[src/rtl/uart_rx_fifo.sv]
// UART 8N1 receiver (16x oversampled) feeding a first-word-fall-through byte FIFO.
// Define UART_RX_PARITY_EN to receive 8E1 frames with parity checking.
`timescale 1ns/1ps
module uart_rx_fifo #(
  parameter int SYS_CLK_FREQ   = 100000000,
  parameter int BAUD_RATE      = 115200,
  parameter int FIFO_ADDR_BITS = 3
) (
  input  logic                    clk,
  input  logic                    rst,
  input  logic                    rx,
  input  logic                    rd_en,
  input  logic                    err_clr,
  output logic [7:0]              rd_data,
  output logic                    empty,
  output logic                    full,
  output logic [FIFO_ADDR_BITS:0] count,
  output logic                    overflow,
  output logic                    frame_err
);
  localparam int DIV   = SYS_CLK_FREQ / (BAUD_RATE * 16);
  localparam int TW    = (DIV > 1) ? $clog2(DIV) : 1;
  localparam int DEPTH = 1 << FIFO_ADDR_BITS;
  localparam int AW    = FIFO_ADDR_BITS;

  typedef enum logic [2:0] {
    S_IDLE, S_START, S_DATA, S_PARITY, S_STOP
  } state_t;

  logic [TW-1:0] r_tick_cnt;
  logic          w_tick;
  logic          r_rx_meta;
  logic          r_rx_s;
  state_t        r_state;
  logic [3:0]    r_s;
  logic [2:0]    r_bit;
  logic [7:0]    r_shift;
  logic [7:0]    r_mem [DEPTH];
  logic [AW:0]   r_wptr;
  logic [AW:0]   r_rptr;
  logic [AW:0]   w_count;
  logic          r_ovf;
  logic          r_ferr;
  logic          w_stop_done;
  logic          w_good;
  logic          w_pop;
  logic          w_push;
  logic          w_ovf_set;
  logic          w_ferr_set;

  assign w_tick = (r_tick_cnt == TW'(DIV - 1));

  always_ff @(posedge clk) begin
    if (rst) begin
      r_tick_cnt <= '0;
      r_rx_meta  <= 1'b1;
      r_rx_s     <= 1'b1;
    end else begin
      r_tick_cnt <= w_tick ? '0 : r_tick_cnt + TW'(1);
      r_rx_meta  <= rx;
      r_rx_s     <= r_rx_meta;
    end
  end

`ifdef UART_RX_PARITY_EN
  logic r_par_err;
  assign w_good = r_rx_s & ~r_par_err;
`else
  assign w_good = r_rx_s;
`endif

  assign w_stop_done = (r_state == S_STOP) & w_tick & (r_s == 4'd15);

  always_ff @(posedge clk) begin
    if (rst) begin
      r_state <= S_IDLE;
      r_s     <= '0;
      r_bit   <= '0;
      r_shift <= '0;
`ifdef UART_RX_PARITY_EN
      r_par_err <= 1'b0;
`endif
    end else begin
      case (r_state)
        S_IDLE: begin
          if (!r_rx_s) begin
            r_state <= S_START;
            r_s     <= '0;
          end
        end
        S_START: begin
          if (w_tick) begin
            if (r_s == 4'd7) begin
              r_s   <= '0;
              r_bit <= '0;
              r_state <= r_rx_s ? S_IDLE : S_DATA;
            end else begin
              r_s <= r_s + 4'd1;
            end
          end
        end
        S_DATA: begin
          if (w_tick) begin
            if (r_s == 4'd15) begin
              r_s     <= '0;
              r_shift <= {r_rx_s, r_shift[7:1]};
              r_bit   <= r_bit + 3'd1;
              if (r_bit == 3'd7) begin
`ifdef UART_RX_PARITY_EN
                r_state <= S_PARITY;
`else
                r_state <= S_STOP;
`endif
              end
            end else begin
              r_s <= r_s + 4'd1;
            end
          end
        end
`ifdef UART_RX_PARITY_EN
        S_PARITY: begin
          if (w_tick) begin
            if (r_s == 4'd15) begin
              // even parity: bit must equal XOR of the data bits
              r_par_err <= r_rx_s ^ (^r_shift);
              r_s       <= '0;
              r_state   <= S_STOP;
            end else begin
              r_s <= r_s + 4'd1;
            end
          end
        end
`endif
        S_STOP: begin
          if (w_tick) begin
            if (r_s == 4'd15) begin
              r_s     <= '0;
              r_state <= S_IDLE;
            end else begin
              r_s <= r_s + 4'd1;
            end
          end
        end
        default: r_state <= S_IDLE;
      endcase
    end
  end

  assign w_count    = r_wptr - r_rptr;
  assign empty      = (w_count == '0);
  assign full       = w_count[AW];
  assign count      = w_count;
  assign rd_data    = empty ? 8'h00 : r_mem[r_rptr[AW-1:0]];
  assign w_pop      = rd_en & ~empty;
  assign w_push     = w_stop_done & w_good & (~full | w_pop);
  assign w_ovf_set  = w_stop_done & w_good & full & ~w_pop;
  assign w_ferr_set = w_stop_done & ~w_good;

  always_ff @(posedge clk) begin
    if (w_push) begin
      r_mem[r_wptr[AW-1:0]] <= r_shift;
    end
  end

  always_ff @(posedge clk) begin
    if (rst) begin
      r_wptr <= '0;
      r_rptr <= '0;
      r_ovf  <= 1'b0;
      r_ferr <= 1'b0;
    end else begin
      if (w_push) r_wptr <= r_wptr + 1'b1;
      if (w_pop)  r_rptr <= r_rptr + 1'b1;
      // a new error in the clearing cycle wins
      r_ovf  <= (r_ovf & ~err_clr) | w_ovf_set;
      r_ferr <= (r_ferr & ~err_clr) | w_ferr_set;
    end
  end

  assign overflow  = r_ovf;
  assign frame_err = r_ferr;
endmodule

[config.mk]
export PLATFORM = sky130hd
export DESIGN_NAME = uart_rx_fifo
export DESIGN_NICKNAME = d
export VERILOG_FILES = /design/src/rtl/uart_rx_fifo.sv
export SDC_FILE = /design/constraint.sdc
export NUM_CORES = 1
export LEC_CHECK = 0
export CORE_MARGIN = 2
export CORE_UTILIZATION = 45
export CTS_CLUSTER_SIZE = 12
export DETAILED_ROUTE_END_ITERATION = 8
export GPL_TIMING_DRIVEN = 0
export PLACE_DENSITY = 0.59
export SYNTH_ARGS = -nofsm -noshare
export SYNTH_HDL_FRONTEND = slang
export SYNTH_SLANG_ARGS = --single-unit
[constraint.sdc]
create_clock -name clk -period 3.97 [get_ports clk]
set_input_delay 1.191 -clock clk [delete_from_list [all_inputs] [get_ports clk]]
set_output_delay 1.191 -clock clk [all_outputs]
set_load 0.02 [all_outputs]
==> summary.md <==
| Metric | Value |
|---|---|
| CTS max path bufs | `2` |
| Slew Viols, Final | `0` |
| DP Wirelength | `~6000 um` |
| Final cell count without fillers | `523` |
| Synth area leaders | `edfxtp_1 43%, dfxtp_1 17%, mux4_2 8.0%, mux2i_1 4.0%, ha_1 2.8%` |
| Endpoint class of the critical path | `output port` |
| Sw Pwr | `922 uW` |
| Max frequency | `roughly 0.26 GHz` |
| Setup Skew | `0.0135 ns` |
| Routed len/inst | `roughly 17 um` |
| Post-synthesis register bit count | `103` |
| Combinational share of power | `0.358` |
| Worst EP arrival | `2.66 ns` |
| Placeable Area | `between 9000 and 10000 um2` |
| First-pass GRT wire length | `14300 um` |
| Maxcap violations | `0` |
| Top-area cell type share of the netlist area | `0.426` |
| Final setup violation count | `0` |
| Starting DRC count in detailed routing | `122` |
| Post-layout min period | `3.85 ns` |
| Design Power | `2.87 mW` |
| Die width | `104 um` |
| Most common cell after layout, fill and taps aside | `edfxtp_1` |
| Register area share after synthesis | `0.599` |
| Fin nets | `401` |
| DIE AREA | `10800 um2` |
| Clk_lat worst skew | `0.36 ns` |
| Tcrit/Tclk final | `0.970` |
| Static Leakage | `1.71 nW` |
| Dominant synthesized flop cell | `edfxtp_1` |
| CTS tree | `done` |
| Maximum VDD drop | `0.329 mV` |
| Inserted Clock Buffers | `9` |
| Pre-CTS WS | `-0.683 ns` |
| Routability Congestion | `0.798` |
| Initial Util | `0.462` |
| CTS Hold Bufs | `0` |
| EDFF count, synth | `64` |
| Count of distinct cell types in the synthesized netlist | `54` |
| # placed instances | `503` |
| Clock-pin slew on the worst setup and hold paths | `roughly 0.1 ns` |
| Internal | `about 1.9 mW` |
| TritonCTS Sinks | `103` |
| Relative slew slack | `0.433` |
| Largest fanout on the critical path | `10` |
| Post-route ant nets | `0` |
| WP data required | `2.78 ns` |
| Syn nets | `363` |
| Async set or reset register ratio after synthesis | `0` |
| Share of cells above drive strength 1 | `0.187` |
| FILL cells | `855` |
| Hold crit path type | `reg2reg` |
| Synthesized area per cell | `13.0 um2` |
| Status | `completed` |
| DRC errors left | `0` |
| Crit path kind | `reg2out` |
| Final Hold Fails | `0` |
| Vias in the first global route | `2669` |
| Slew @ Worst Pin | `0.846 ns` |
| YS warnings | `0` |
| DRT Pass-1 Iters | `4` |
| Layout area overhead | `15.5%` |
| R2R Setup Slk | `~0.83 ns` |
| Crit path launch type | `register` |
| Cell Area, Synth | `4510 um2` |
| Sequential Power Share | `0.405` |
| I/O Buffers | `20` |
| Initial antenna violation count | `0` |
| Setup ws final | `0.120 ns` |
| CTS HTree Levels | `3` |
| Post-synth top area cell | `edfxtp_1` |
| Total congestion overflow | `0` |
| Die height | `104 um` |
| Via density per instance | `between 5 and 6` |
| FP Rows | `36` |
| Syn Inst Count | `approximately 350` |
| Largest net degree at the start of global routing | `18` |
| Routed WL | `8850 um` |
| CTS root buf | `clkbuf_8` |
| Most frequent cells in the layout | `64 x edfxtp_1, 38 x dfxtp_1, 28 x nor2_1` |
| # diodes | `0` |
| Total track usage | `0.172` |
| Switching Fraction | `0.321` |
| Via count | `2793` |
| I/O pins | `21` |
| Power per cell area | `551 nW/um2` |
| Layout Utilization | `0.533` |
| Clk pwr share | `0.237` |
==> state kept, by name (all words and copies together) (netlist names), named ones only <==
register    count
r_tick_cnt      6
r_wptr          4
r_rx_s          1
frame_err       1
r_bit           3
r_mem          64
r_state         3
overflow        1
r_rx_meta       1
r_rptr          4
r_s             4
r_shift         8
==> through the flow <==
step                      cell area (um2)  hold slack [ns]  TNS, ns
after floorplan                      4510            0.389        0
after global placement               4880            0.392   -25.55
after detailed placement             4940            0.405    -5.83
after CTS                            5160            0.447        0
after global routing                 5210            0.459  -0.0124
final                                5210            0.439        0
==> final timing paths <==
kind / from / endpoint / cells past startpoint
setup / recovery: r_wptr[0]$_SDFFE_PP0P_ / rd_data[7] / 10
hold reg to reg: r_rx_meta$_SDFF_PP1_ / r_rx_s$_SDFF_PP1_ / 1
setup reg to reg: r_rptr[2]$_SDFFE_PP0P_ / r_mem[6][7]$_DFFE_PP_ / 7
hold / removal: r_rx_meta$_SDFF_PP1_ / r_rx_s$_SDFF_PP1_ / 1
==> synth_stat cells, drive strengths merged (3+ instances only) <==
| cell | number |
|---|---|
| mux4 | 16 |
| nor2 | 28 |
| nand2 | 17 |
| nand3 | 8 |
| nand3b | 3 |
| and2 | 3 |
| or2 | 4 |
| nor4 | 6 |
| o21ai | 8 |
| mux2i | 18 |
| nor3 | 15 |
| a21oi | 18 |
| ha | 10 |
| edfxtp | 64 |
| o31ai | 3 |
| or3 | 4 |
| nand2b | 3 |
| nor2b | 4 |
| inv | 13 |
| xor2 | 3 |
| buf | 11 |
| nand4 | 4 |
| dfxtp | 39 |
| xnor2 | 7 |
| clkbuf | 12 |
==> area by class of cell <==
cell class / count / area, um2 / area share
buffer: 23 / 134 / 0.0257
clock buffer: 11 / 141 / 0.0271
clock inverter: 5 / 63.8 / 0.0122
inverter: 13 / 48.8 / 0.00936
multi-input combinational: 208 / 1700 / 0.327
sequential: 103 / 2700 / 0.519
tap: 133 / 166 / 0.0319
timing repair buffer: 27 / 251 / 0.0482
==> worst max-delay path, cell delays in order, from the launching register on <==
cell and delay [ns]:
dfxtp_2 0.35, buf_6 0.14, inv_2 0.07, ha_1 0.20, inv_1 0.08, fa_2 0.47
nor3_4 0.21, and3b_2 0.24, buf_6 0.16, nor2_1 0.06, dlygate4sd2_1 0.31
==> power groups by stage <==
stage               clock, mW  combinational, mW  sequential (mW)
finish                  0.681               1.03             1.16
global route            0.735               1.11             1.17
CTS                     0.697              0.962             1.16
detailed placement          0              0.965             1.19
global placement            0              0.951             1.18
floorplan                   0              0.604             1.18
==> cell families after synthesis <==
kind of cell / share of synthesized area
adder cells (fa/ha/maj): 0.0322
AND/OR/NAND/NOR: 0.133
buffers and inverters: 0.0372
multiplexers: 0.122
AO/OA/AOI/OAI: 0.0571
flip-flops: 0.599
XOR/XNOR: 0.0194
==> layer usage <==
layer  up-vias  share of wire  GRT usage
met5         -              0          0
met4         0         0.0073     0.0492
met3         6          0.036     0.0282
met2        56           0.49      0.273
met1      1366           0.46      0.246
li1       1365              -          -
==> timing repair <==
| action | CTS | global route |
|---|---|---|
| buffers inserted | 1 | 2 |
| pin swaps | 2 | 3 |
| gates resized for setup | 21 | 10 |
| setup endpoints to repair | 10 | 9 |
| endpoints found under the hold margin | 0 | 0 |
(Power assumes the default switching activity.)
